<file path="config.mk">
export PLATFORM = sky130hd
export DESIGN_NAME = uart_transmitter_flat
export DESIGN_NICKNAME = d
export VERILOG_FILES = /design/src/rtl/uart_transmitter_if.sv /design/src/rtl/uart_transmitter.sv /design/src/flat_wrapper.sv
export SDC_FILE = /design/constraint.sdc
export NUM_CORES = 1
export LEC_CHECK = 0
export BUFFER_PORTS_ARGS = -buffer_cell sky130_fd_sc_hd__buf_2
export CORE_MARGIN = 1.5
export CORE_UTILIZATION = 65
export DETAILED_ROUTE_END_ITERATION = 6
export HOLD_SLACK_MARGIN = 0.15
export PLACE_DENSITY = 0.84
export SYNTH_ARGS = -nofsm -noshare
export SYNTH_HDL_FRONTEND = slang
export SYNTH_SLANG_ARGS = --single-unit
</file>
<file path="constraint.sdc">
create_clock -name clk -period 2.84 [get_ports clk]
set_input_delay 0.284 -clock clk [delete_from_list [all_inputs] [get_ports clk]]
set_output_delay 0.284 -clock clk [all_outputs]
set_load 0.01 [all_outputs]
</file>
<file path="src/rtl/uart_transmitter_if.sv">
// Host-side write port of the UART transmitter: byte push plus FIFO/line status.
// A byte is taken on a rising clk edge when wr_en=1 and full=0; with full=1 it is dropped, and no stall or retry follows.
interface uart_transmitter_if;
  logic       wr_en;
  logic [7:0] data_in;
  logic       full;
  logic       empty;
  logic       busy;

  modport master (output wr_en, output data_in, input full, input empty, input busy);
  modport slave  (input wr_en, input data_in, output full, output empty, output busy);
endinterface

</file>
<file path="src/rtl/uart_transmitter.sv">
// UART transmitter: a small FIFO feeds an 8N1/8N2 serialiser.
// Line timing is paced by the shared oversampling enable.
module uart_transmitter #(
  parameter int DATA_BITS  = 8,
  parameter int OVERSAMPLE = 16,
  parameter int STOP_BITS  = 1,
  parameter int FIFO_DEPTH = 4
) (
  input  logic                clk,
  input  logic                rst,
  input  logic                clk_en,
  uart_transmitter_if.slave   host,
  output logic                tx,
  output logic [1:0]          state_o
);

  localparam int PW = $clog2(FIFO_DEPTH);
  localparam int CW = PW + 1;
  localparam logic [4:0] BIT_LAST  = 5'(OVERSAMPLE - 1);
  localparam logic [4:0] STOP_LAST = 5'(STOP_BITS * OVERSAMPLE - 1);
  localparam logic [2:0] DATA_LAST = 3'(DATA_BITS - 1);

  typedef enum logic [1:0] {IDLE = 2'd0, START = 2'd1, DATA = 2'd2, STOP = 2'd3} state_e;

  state_e          state_q;
  logic [7:0]      mem_q [FIFO_DEPTH];
  logic [PW-1:0]   wptr_q, rptr_q;
  logic [CW-1:0]   count_q, count_d;
  logic            full_q, empty_q;
  logic            push, pop;
  logic [4:0]      tick_q;
  logic [2:0]      bit_q;
  logic [7:0]      shift_q;
  logic            tx_q;

  // full is sampled before any pop, so a write on a full FIFO is dropped even if a pop frees a slot.
  assign push = host.wr_en && !full_q;
  assign pop  = clk_en && !empty_q &&
                ((state_q == IDLE) || ((state_q == STOP) && (tick_q == STOP_LAST)));

  always_comb begin
    count_d = count_q;
    if (push && !pop)      count_d = count_q + CW'(1);
    else if (!push && pop) count_d = count_q - CW'(1);
  end

  always_ff @(posedge clk) begin
    if (push) mem_q[wptr_q] <= host.data_in;
  end

  always_ff @(posedge clk or negedge rst) begin
    if (!rst) begin
      wptr_q  <= '0;
      rptr_q  <= '0;
      count_q <= '0;
      full_q  <= 1'b0;
      empty_q <= 1'b1;
    end else begin
      if (push) wptr_q <= wptr_q + PW'(1);
      if (pop)  rptr_q <= rptr_q + PW'(1);
      count_q <= count_d;
      full_q  <= (count_d == CW'(FIFO_DEPTH));
      empty_q <= (count_d == '0);
    end
  end

  always_ff @(posedge clk or negedge rst) begin
    if (!rst) begin
      state_q <= IDLE;
      tick_q  <= '0;
      bit_q   <= '0;
      shift_q <= '0;
      tx_q    <= 1'b1;
    end else begin
      case (state_q)
        IDLE: begin
          tx_q <= 1'b1;
          if (pop) begin
            shift_q <= mem_q[rptr_q];
            tick_q  <= '0;
            bit_q   <= '0;
            state_q <= START;
            tx_q    <= 1'b0;
          end
        end
        START: if (clk_en) begin
          if (tick_q == BIT_LAST) begin
            tick_q  <= '0;
            bit_q   <= '0;
            state_q <= DATA;
            tx_q    <= shift_q[0];
          end else begin
            tick_q <= tick_q + 5'd1;
          end
        end
        DATA: if (clk_en) begin
          if (tick_q == BIT_LAST) begin
            tick_q <= '0;
            if (bit_q == DATA_LAST) begin
              state_q <= STOP;
              tx_q    <= 1'b1;
            end else begin
              shift_q <= shift_q >> 1;
              bit_q   <= bit_q + 3'd1;
              tx_q    <= shift_q[1];
            end
          end else begin
            tick_q <= tick_q + 5'd1;
          end
        end
        STOP: if (clk_en) begin
          if (tick_q == STOP_LAST) begin
            tick_q <= '0;
            bit_q  <= '0;
            // Next byte already queued: chain straight into its start bit.
            if (pop) begin
              shift_q <= mem_q[rptr_q];
              state_q <= START;
              tx_q    <= 1'b0;
            end else begin
              state_q <= IDLE;
              tx_q    <= 1'b1;
            end
          end else begin
            tick_q <= tick_q + 5'd1;
          end
        end
        default: begin
          state_q <= IDLE;
          tx_q    <= 1'b1;
        end
      endcase
    end
  end

  assign tx         = tx_q;
  assign state_o    = state_q;
  assign host.full  = full_q;
  assign host.empty = empty_q;
  assign host.busy  = (state_q != IDLE) || !empty_q;

endmodule

</file>
<file path="src/flat_wrapper.sv">
// flat-port wrapper written by rule: the top's interface ports become plain ports
module uart_transmitter_flat 
#(
  parameter int DATA_BITS  = 8,
  parameter int OVERSAMPLE = 16,
  parameter int STOP_BITS  = 1,
  parameter int FIFO_DEPTH = 4
)
  (clk, rst, clk_en, tx, state_o, host_wr_en, host_data_in, host_full, host_empty, host_busy);
  uart_transmitter_if host_i ();
  input  logic clk;
  input  logic rst;
  input  logic clk_en;
  output logic tx;
  output logic [1:0] state_o;
  input wire logic [$bits(host_i.wr_en)-1:0] host_wr_en;
  input wire logic [$bits(host_i.data_in)-1:0] host_data_in;
  output wire logic [$bits(host_i.full)-1:0] host_full;
  output wire logic [$bits(host_i.empty)-1:0] host_empty;
  output wire logic [$bits(host_i.busy)-1:0] host_busy;
  assign host_i.wr_en = host_wr_en;
  assign host_i.data_in = host_data_in;
  assign host_full = host_i.full;
  assign host_empty = host_i.empty;
  assign host_busy = host_i.busy;
  uart_transmitter #(.DATA_BITS(DATA_BITS), .OVERSAMPLE(OVERSAMPLE), .STOP_BITS(STOP_BITS), .FIFO_DEPTH(FIFO_DEPTH)) u_core (.clk(clk), .rst(rst), .clk_en(clk_en), .host(host_i), .tx(tx), .state_o(state_o));
endmodule
</file>
==> impl_results.md <==
* WL per Instance at 17.3 um
* Initial core utilization at 68.5%
* WP data required at 3.06 ns
* Vias in the first global route at 1860
* WL final at 5.48 mm
* Final HPWL DP at 3.49 mm
* YS warnings at 0
* Sequential element share of the synthesized area at 55.4%
* Post-synthesis cell area at 3000 um2
* Clock network fraction of total power at 22.7%
* Post-synth EDFFs at 32
* Fin. Hold Viols at 0
* Post-synth top area share at 32.0%
* RD Place Congestion at 0.854
* I/O pins at 18
* Crit Path Max Fanout at 19
* Synth Instances at 237
* Die area at 5030 um2
* Die H at 71.0 um
* Total iterations of the first detailed-routing run at 4
* Max incr delay on CP at 0.56 ns
* CTS tree: built
* Sw Ratio at 37.1%
* Slew HR at 50.4%
* Syn_nets at 263
* Hold crit path type: input pin to flop
* Slowest CP cell: ha_1
* Nets at 286
* Final worst-path cycle share at 83.2%
* Via-to-Cell Ratio at 6.33
* Leak at 1.37 nW
* Gates resized, CTS repair at 0
* Vias at 2006
* Largest vdd supply drop at 0.570 mV
* Initial antenna violation count at 0
* Drc violations at 0
* CP Launch Point: u_core.state_o[0]$_DFFE_PN0P_
* Fillers at 258
* PwrDens at 1040 nW/um2
* Non-filler instance count after layout at 317
* F_max at 423 MHz
* CP bufs+invs at 1
* Cell taking the most area after synthesis: edfxtp_1
* Crit. End Element: flop
* Unrepaired setup endpoints after global routing: no
* Status: finished, final reports clean
* Sw power at 1.30 mW
* Total Routing Usage GR at 23.3%
* Crit Reg-Reg Startpoint: u_core.state_o[0]$_DFFE_PN0P_
* Reg power frac at 40.6%
* Main synth FF type: edfxtp_1
* Worst EP arrival at 2.59 ns
* Worst Tran Pin Value at 0.743 ns
* Most frequent cell after synthesis: edfxtp_1
* Setup Crit Path Kind: flop to flop
* Worst-case clock buffer depth at 2
* Slew Viols, Final at 0
* Layout cell share with drive strength beyond 1 at 15.8%
* Core Box Area at 4380 um2
* Dpl cells at 297
* Overflow after GRT at 0
* Inserted Diodes at 0
* Minimum clock period at 2.36 ns
* Pin count of the biggest net entering global routing at 29
* Clk_skew at 0.0159 ns
* Syn avg cell area at 12.7 um2
* Cell Int Power at 2.21 mW
* Min-delay src: host_data_in[2]
* Clk slew on worst S/H paths at 0.09 ns
* Clock Sinks at 60
* Final setup viols at 0
* Crit-path cells: inv_1, ha_1, nor3_1, o21bai_1, a32o_1, a311o_1
* # rows at 24
* Seq cells post-synth at 60
* Root Driver: clkbuf_8
* Port bufs at 17
* First-pass GRT wire length at 8.84 mm
* Leading post-synthesis cells by cell area: edfxtp_1, dfrtp_1, mux4_1
* H-tree Lvls at 3
* Post-route ant nets at 0
* Worst setup SP type: flop
* Combinational Power Share at 36.7%
* Worst-skew pair later-pin latency at 0.35 ns
* Ys async rst share at 46.7%
* Most frequent cells after synthesis: edfxtp_1, dfrtp_1, o21ai_0
* Initial DRC count at 263
* Critical path's top delay family: compound AO/OA/AOI/OAI gates
* Area growth, synth to finish at 11.9%
* TritonCTS Buffers at 9
* Synth cell types at 58
* Sum Neg Setup Slack at 0 ns
* Max_cap viols at 0
* DIE WIDTH at 71.0 um
## final cells by class
class / instances / area [um2] / share of cell area (%)
flip-flops and latches: 60 / 1660 / 49.6
multi-input cells: 153 / 1230 / 36.8
repair buffers: 23 / 140 / 4.17
inverters: 13 / 48.8 / 1.45
clock buffers: 9 / 124 / 3.69
clock inverters: 7 / 81.3 / 2.42
well taps: 52 / 65.1 / 1.94
## power groups by stage
stage	Clock [mW]	Sequential [mW]	Combinational (mW)
6_report	0.797	1.42	1.29
5_1_grt	0.845	1.46	1.43
4_1_cts	0.798	1.42	1.27
3_5_place_dp	0	1.44	1.25
3_3_place_gp	0	1.42	1.22
2_1_floorplan	0	1.36	1.03
## layer usage
metal	wire length (um)	track usage [%]
met1	2580	31.8
met2	2550	35.8
met3	257	6.84
met4	96	9.01
met5	0	0
## per-stage QoR
stage / hold WS [ns] / instance area [um2] / total power [mW] / setup slack [ns] / util [%]
floorplan: -0.0116 / 3000 / 2.39 / 0.911 / -
global placement: 0.339 / 3110 / 2.64 / 0.597 / 71.0
detailed placement: 0.336 / 3110 / 2.69 / 0.526 / 71.0
CTS: 0.150 / 3340 / 3.49 / 0.509 / 76.1
global route: 0.152 / 3360 / 3.74 / 0.301 / 76.6
finish: 0.151 / 3360 / 3.51 / 0.476 / 76.6
## state kept, by name, indices dropped and copies added (netlist names)
register	flops
u_core.mem_q	32
u_core.shift_q	8
u_core.tick_q	5
u_core.bit_q	3
u_core.count_q	3
u_core.rptr_q	2
u_core.state_o	2
u_core.wptr_q	2
u_core.host.empty	1
u_core.host.full	1
u_core.tx	1
## cell families (layout without fill, tap and decap cells)
group | Yosys count | after routing | share of synthesized area [%]
xor gates and xnor gates | 5 | 5 | 1.46
DFF | 60 | 60 | 55.4
AOI/OAI and AO/OA | 65 | 65 | 15.1
muxes | 10 | 10 | 7.59
buffers and inverters | 24 | 52 | 3.42
adders and majority gates | 15 | 15 | 6.17
and+or+nand+nor | 58 | 58 | 10.8
## worst reg2reg max path, stage by stage, from the launching register on
cell and delay, ns:
dfrtp_1 0.41, inv_1 0.15, ha_1 0.56, nor3_1 0.21
o21bai_1 0.28, a32o_1 0.35, a311o_1 0.29
## final timing paths
| kind | end | slack (ns) | depth (start not counted) |
|---|---|---|---|
| max | u_core.shift_q[0]$_DFFE_PN0P_ | 0.48 | 6 |
| min | u_core.mem_q[0][2]$_DFFE_PP_ | 0.15 | 1 |
| max reg2reg | u_core.shift_q[0]$_DFFE_PN0P_ | 0.48 | 6 |
| min reg2reg | u_core.tx$_DFFE_PN1P_ | 0.47 | 2 |
| max in group asynchronous | u_core.state_o[0]$_DFFE_PN0P_ | 1.93 | 2 |
| min in group asynchronous | u_core.tick_q[3]$_DFFE_PN0P_ | 0.49 | 2 |
## cells in the final DEF (no fill, tap or decap), types with 5 or more instances in the layout
master / netlist / routed
a21oi_1: 6 / 6
a32oi_1: 5 / 5
buf_2: 4 / 17
clkbuf_8: 0 / 9
dfrtp_1: 26 / 26
edfxtp_1: 32 / 32
ha_1: 14 / 14
inv_1: 13 / 13
mux4_1: 7 / 7
nand2_1: 13 / 13
nand2b_1: 8 / 8
nor2_1: 9 / 9
o21ai_0: 20 / 20
## what timing repair did
action,CTS,global route
endpoints found under the hold margin,30,7
hold buffers,2,2
buffers inserted,0,0
setup endpoints to repair,0,0
Power figures use the tool's default switching activity.
